$ cat config.mk
export PLATFORM = sky130hd
export DESIGN_NAME = output_layer
export DESIGN_NICKNAME = d
export VERILOG_FILES = /design/src/rtl/output_layer_pkg.sv /design/src/rtl/output_layer_mac.sv /design/src/rtl/output_layer.sv
export SDC_FILE = /design/constraint.sdc
export NUM_CORES = 2
export LEC_CHECK = 0
export CORE_ASPECT_RATIO = 1.5
export CORE_MARGIN = 4
export CORE_UTILIZATION = 50
export CTS_CLUSTER_SIZE = 28
export DETAILED_ROUTE_END_ITERATION = 8
export HOLD_SLACK_MARGIN = 0.02
export PLACE_DENSITY = 0.68
export SLEW_MARGIN = 20
export SYNTH_ARGS = -nofsm -noshare
export SYNTH_HDL_FRONTEND = slang
export SYNTH_SLANG_ARGS = --single-unit
$ cat constraint.sdc
create_clock -name clock -period 99.9 [get_ports clock]
set_clock_uncertainty 0.1 [all_clocks]
set_input_delay 14.985 -clock clock [delete_from_list [all_inputs] [get_ports clock]]
set_output_delay 14.985 -clock clock [all_outputs]
set_load 0.01 [all_outputs]
$ cat src/rtl/output_layer_pkg.sv
// output_layer_pkg: shared definitions for the output_layer classifier.
//   - FSM state encoding
//   - log2 and width-derivation helpers
//   - saturation helper
// Optional feature macro used by the top: OUTLAYER_SCORES_EN.
package output_layer_pkg;

  typedef enum logic [1:0] {
    ST_IDLE   = 2'd0,
    ST_MAC    = 2'd1,
    ST_ARGMAX = 2'd2,
    ST_DONE   = 2'd3
  } state_t;

  // Ceiling log2 with a floor of 1, so a 2-entry index still has one bit.
  function automatic int log2(input int n);
    int r;
    r = 1;
    while ((1 << r) < n) r++;
    return r;
  endfunction

  function automatic int calc_bitwidth(input int qn, input int qm);
    return qn + qm + 1;
  endfunction

  // Headroom: full product (2*BW) plus log2(HIDDEN_SZ) bits for the sum,
  // plus one for the bias term.
  function automatic int calc_acc_w(input int bw, input int aw);
    return 2 * bw + aw + 1;
  endfunction

  // Clamp a sign-extended value to the signed range of a bw-bit word.
  function automatic logic signed [127:0] sat(input logic signed [127:0] v,
                                               input int bw);
    logic signed [127:0] mx, mn;
    mx = (128'sd1 <<< (bw - 1)) - 128'sd1;
    mn = -mx - 128'sd1;
    if (v > mx)      return mx;
    else if (v < mn) return mn;
    else             return v;
  endfunction

endpackage

$ cat src/rtl/output_layer_mac.sv
// outlayer_mac: one per-symbol serial multiply-accumulate lane.
//   clock, reset       : clock, async active-high reset
//   i_clear            : synchronous clear of the accumulator
//   i_load             : load acc = sign-extended bias <<< QM (wins over acc)
//   i_acc_en           : acc += w * h (full signed product)
//   i_bias, i_w, i_h   : signed Q(QN.QM) operands
//   o_acc              : accumulator value
module outlayer_mac #(
  parameter int BW    = 18,
  parameter int ACC_W = 41,
  parameter int QM    = 11
) (
  input  logic             clock,
  input  logic             reset,
  input  logic             i_clear,
  input  logic             i_load,
  input  logic             i_acc_en,
  input  logic [BW-1:0]    i_bias,
  input  logic [BW-1:0]    i_w,
  input  logic [BW-1:0]    i_h,
  output logic [ACC_W-1:0] o_acc
);

  logic signed [2*BW-1:0] w_prod;
  logic [ACC_W-1:0]       r_acc;

  assign w_prod = $signed(i_w) * $signed(i_h);
  assign o_acc  = r_acc;

  always_ff @(posedge clock or posedge reset) begin
    if (reset)         r_acc <= '0;
    else if (i_clear)  r_acc <= '0;
    else if (i_load)   r_acc <= {{(ACC_W-BW-QM){i_bias[BW-1]}}, i_bias, {QM{1'b0}}};
    else if (i_acc_en) r_acc <= r_acc + {{(ACC_W-2*BW){w_prod[2*BW-1]}}, w_prod};
  end

endmodule

$ cat src/rtl/output_layer.sv
// output_layer: dense classifier after the LSTM layer.
//   scores = W_out*h + b computed serially over hidden elements (one MAC lane
//   per symbol), followed by a sequential argmax (ties keep lower index).
// Ports:
//   clock, reset            : clock, async active-high reset
//   layerOut, layerValid    : hidden vector h and its one-cycle valid
//   bias                    : per-symbol signed bias (static while busy)
//   wAddr, wData, wEn       : weight column write (accepted only in IDLE)
//   busy                    : classification in progress
//   dataoutReady, outputVec : one-cycle result pulse, argmax index (held)
//   scoresOut               : saturated acc>>>QM per symbol, only when
//                             OUTLAYER_SCORES_EN is defined
module output_layer
  import output_layer_pkg::*;
#(
  parameter  int HIDDEN_SZ          = 16,
  parameter  int NUM_OUTPUT_SYMBOLS = 2,
  parameter  int QN                 = 6,
  parameter  int QM                 = 11,
  localparam int BITWIDTH           = calc_bitwidth(QN, QM),
  localparam int OUTPUT_BITWIDTH    = log2(NUM_OUTPUT_SYMBOLS),
  localparam int ADDR_BITWIDTH      = log2(HIDDEN_SZ),
  localparam int ACC_W              = calc_acc_w(BITWIDTH, ADDR_BITWIDTH)
) (
  input  logic                                   clock,
  input  logic                                   reset,
  input  logic [HIDDEN_SZ*BITWIDTH-1:0]          layerOut,
  input  logic                                   layerValid,
  input  logic [NUM_OUTPUT_SYMBOLS*BITWIDTH-1:0] bias,
  input  logic [ADDR_BITWIDTH-1:0]               wAddr,
  input  logic [NUM_OUTPUT_SYMBOLS*BITWIDTH-1:0] wData,
  input  logic                                   wEn,
`ifdef OUTLAYER_SCORES_EN
  output logic [NUM_OUTPUT_SYMBOLS*BITWIDTH-1:0] scoresOut,
`endif
  output logic                                   busy,
  output logic                                   dataoutReady,
  output logic [OUTPUT_BITWIDTH-1:0]             outputVec
);

  localparam logic [ADDR_BITWIDTH-1:0]   LAST_K = ADDR_BITWIDTH'(HIDDEN_SZ - 1);
  localparam logic [OUTPUT_BITWIDTH-1:0] LAST_S = OUTPUT_BITWIDTH'(NUM_OUTPUT_SYMBOLS - 1);

  logic [HIDDEN_SZ-1:0][NUM_OUTPUT_SYMBOLS-1:0][BITWIDTH-1:0] r_w;
  logic [HIDDEN_SZ-1:0][BITWIDTH-1:0]                         r_h;
  logic [NUM_OUTPUT_SYMBOLS-1:0][ACC_W-1:0]                   w_acc;
  state_t                       r_state;
  logic [ADDR_BITWIDTH-1:0]     r_k;
  logic [OUTPUT_BITWIDTH-1:0]   r_s, r_best, w_best_nxt;
  logic                         w_load, w_acc_en, w_clear, w_last_cmp;

  assign w_load     = (r_state == ST_IDLE) && layerValid;
  assign w_acc_en   = (r_state == ST_MAC);
  assign w_clear    = (r_state == ST_DONE);
  assign w_last_cmp = (r_state == ST_ARGMAX) && (r_s == LAST_S);
  // Strict compare: an equal score never displaces the lower index.
  assign w_best_nxt = ($signed(w_acc[r_s]) > $signed(w_acc[r_best])) ? r_s : r_best;

  // Weight store: column per hidden index, async read by the MAC lanes.
  always_ff @(posedge clock or posedge reset) begin
    if (reset)                            r_w <= '0;
    else if (wEn && r_state == ST_IDLE)   r_w[wAddr] <= wData;
  end

  for (genvar s = 0; s < NUM_OUTPUT_SYMBOLS; s++) begin : g_mac
    outlayer_mac #(.BW(BITWIDTH), .ACC_W(ACC_W), .QM(QM)) u_mac (
      .clock    (clock),
      .reset    (reset),
      .i_clear  (w_clear),
      .i_load   (w_load),
      .i_acc_en (w_acc_en),
      .i_bias   (bias[s*BITWIDTH +: BITWIDTH]),
      .i_w      (r_w[r_k][s]),
      .i_h      (r_h[r_k]),
      .o_acc    (w_acc[s])
    );
  end

  always_ff @(posedge clock or posedge reset) begin
    if (reset) begin
      r_state      <= ST_IDLE;
      r_h          <= '0;
      r_k          <= '0;
      r_s          <= '0;
      r_best       <= '0;
      busy         <= 1'b0;
      dataoutReady <= 1'b0;
      outputVec    <= '0;
    end else begin
      case (r_state)
        ST_IDLE: if (layerValid) begin
          r_h     <= layerOut;
          r_k     <= '0;
          busy    <= 1'b1;
          r_state <= ST_MAC;
        end
        ST_MAC: begin
          r_k <= r_k + ADDR_BITWIDTH'(1);
          if (r_k == LAST_K) begin
            r_best  <= '0;
            r_s     <= OUTPUT_BITWIDTH'(1);
            r_state <= ST_ARGMAX;
          end
        end
        ST_ARGMAX: begin
          r_best <= w_best_nxt;
          r_s    <= r_s + OUTPUT_BITWIDTH'(1);
          if (r_s == LAST_S) begin
            outputVec    <= w_best_nxt;
            dataoutReady <= 1'b1;
            busy         <= 1'b0;
            r_state      <= ST_DONE;
          end
        end
        ST_DONE: begin
          dataoutReady <= 1'b0;
          r_state      <= ST_IDLE;
        end
        default: r_state <= ST_IDLE;
      endcase
    end
  end

`ifdef OUTLAYER_SCORES_EN
  logic signed [ACC_W-1:0]                   w_sh [NUM_OUTPUT_SYMBOLS];
  logic [NUM_OUTPUT_SYMBOLS-1:0][BITWIDTH-1:0] r_scores;

  for (genvar s = 0; s < NUM_OUTPUT_SYMBOLS; s++) begin : g_sh
    assign w_sh[s] = $signed(w_acc[s]) >>> QM;
  end

  // Accumulators are frozen during ARGMAX, so capture on the result edge.
  always_ff @(posedge clock or posedge reset) begin
    if (reset) r_scores <= '0;
    else if (w_last_cmp)
      for (int s = 0; s < NUM_OUTPUT_SYMBOLS; s++)
        r_scores[s] <= BITWIDTH'(sat(128'(w_sh[s]), BITWIDTH));
  end

  assign scoresOut = r_scores;
`endif

endmodule
==> results.md <==
- Slew margin rel.: 27.4%
- Pin count of the biggest net entering global routing: 212
- DRC: 0
- Clk sinks: 957
- Root Driver: clkbuf_16
- Status: finished, final reports clean
- Die Y-Extent: 473 um
- Post-synth top area share: 33.2%
- DR WL/cell: 22.2 um
- Mapped Area: 0.0720 mm^2
- Setup Fix Bufs, Post-CTS: 0
- Met2 Resource Use GR: 45.8%
- Seq/Total Area, Yosys: 33.2%
- Placed insts: 8,755
- CP max FO: 169
- # fillers: 12,200
- Synthesized net count: 8,113
- Top cells by count, synth: nand2_1 (1,375), dfrtp_1 (957), inv_1 (799)
- CP endpoint kind: async pin
- Mean post-synth cell area: 10.6 um^2
- WP data required: 100,560 ps
- Initial antenna violation count: 35
- GR Overflow Total: 0
- Fmax: 50.3 MHz
- Sum Neg Setup Slack: 0 ps
- Slew Viols, Final: 0
- DIE AREA: 0.150 mm^2
- Area delta synth->final: 12.5%
- Core area: 0.143 mm^2
- Routed Antenna Nets: 0
- GRT Util Overall: 26.8%
- Yosys synthesis warning count: 0
- Vias in the first global route: 54,400
- Busiest metal layer after global routing: met2
- Gpl congestion: 0.896
- Initial core utilization: 50.3%
- Synth area leader: dfrtp_1
- Hold-fix buffers, CTS: 0
- Top post-synthesis cells by area: dfrtp_1 (33%), fa_1 (18%), mux2_2 (9.6%)
- NumNets Final: 8,304
- Number of buffers created by CTS: 96
- Global-route wire length before repair: 314,000 um
- WL final: 199,000 um
- Fin area: 0.0810 mm^2
- Reported max-cap violation count: 0
- Pin slew with the least headroom to its limit: 1080 ps
- Post-synthesis async set-or-reset flop share: 100%
- Clock slew at reported path FFs: 60 ps
- Fin Hold WS: 370 ps
- Final Hold Fails: 0
- Non-Filler Instances: 8,962
- EDFF count, synth: 0
- I/O pin count: 371
- Synth Register Bits: 957
- Netlist cell types: 74
- Core Rows: 170
- Iter 0 DRT Violations: 3,528
- Min Tclk post-route: 19,880 ps
- Post-DP HPWL: 142,000 um
- CTS Buffer Depth: 3
- CTS tree: built
- CP Data Arrival Time: 20,540 ps
- Grt met3 use: 5.22%
- Syn Inst Count: 6,771
- I/O Buffers: 370
- Vias per cell: 5.65
- Layout cells sized above 1: 16.5%
- Multi-input gate area: 0.0439 mm^2
- Drt pass-1 iters: 6
- Startpoint types: primary input
- Met1 Track Usage GR: 33.3%
- Worst-skew pair later-pin latency: 760 ps
- CTS H-tree lvls: 3
- Count leader, synth: nand2_1
- Chip width: 318 um
- Placed Area: 0.0776 mm^2
- Most common flop cell mapped by yosys: dfrtp_1
- Final setup viols: 0
- FF+latch area: 0.0240 mm^2
- Period utilization: 19.9%
- RSZ-0062 raised after global routing: false
- Post-CTS resize count: 0
- Vias: 50,700
- Hold crit path type: register to register
- Critical path class: primary input to async pin
state kept, by name, indices dropped and copies added (netlist names):
register           count
r_w                  576
r_h                  288
g_mac.u_mac.o_acc     82
r_k                    4
r_state                2
busy                   1
dataoutReady           1
outputVec              1
r_best                 1
r_s                    1
critical path, stage by stage:
cell	delay, ps
clkdlybuf4s50_1	490
inv_8	470
buf_4	860
buf_12	700
buf_4	820
buf_4	860
buf_12	400
buf_16	530
final timing paths:
kind,slack (ps),depth (start not counted),to,from
setup / recovery,80020,8,r_w[464],reset
min in group asynchronous,14620,2,r_h[253],reset
max in group clock,81330,7,r_h[56],layerValid
setup reg to reg,86200,38,g_mac[1].u_mac.o_acc[39],r_k[0]
hold / removal,370,2,r_h[188],r_h[188]
hold reg to reg,370,2,r_h[188],r_h[188]
cell type report:
type,count,share of cell area (%)
clock buffers,140,3.43
multi-input cells,4654,54.2
clock inverters,39,0.697
inverters,803,3.73
repair buffers,450,5.37
well taps,1892,2.92
diodes,27,0.0834
flip-flops and latches,957,29.6
metal layers:
metal / up-vias / wire [um]
li1: 22500 / -
met1: 26100 / 78600
met2: 1600 / 98600
met3: 450 / 12800
met4: 14 / 9040
met5: - / 90
logic make-up (layout without fill, tap and decap cells):
group / after synthesis / count (layout) / share of synthesized area, %
adder cells (fa/ha/maj): 974 / 974 / 23.8
other: 0 / 27 / 0
buffers and inverters: 1160 / 1432 / 6.09
multiplexers: 927 / 927 / 18.3
flip-flops: 957 / 957 / 33.2
AND/OR/NAND/NOR: 2070 / 2070 / 12.0
AO/OA/AOI/OAI: 544 / 544 / 4.95
XOR/XNOR: 139 / 139 / 1.69
per-stage QoR:
step	worst slack [ps]	util [%]
2_1_floorplan	57900	-
4_1_cts	79850	56.5
5_1_grt	79150	56.6
6_report	80020	56.6
3_3_place_gp	79240	54.2
3_5_place_dp	79070	54.2
placed cells by master, fill, tap and decap left out, types with 78 or more instances in the layout:
master / instances
dfrtp_1: 951
ha_1: 313
mux4_2: 248
xnor2_1: 103
clkbuf_16: 97
nor2_1: 328
nand2_1: 1374
nor2b_1: 109
fa_1: 660
mux2_2: 616
a21oi_1: 136
o21ai_0: 101
inv_1: 798
clkdlybuf4s50_1: 370
nand2b_1: 78
Power is left out: the tool's default activity adds up to more than one toggle a clock period on the data nets, which glitch-free logic cannot reach.
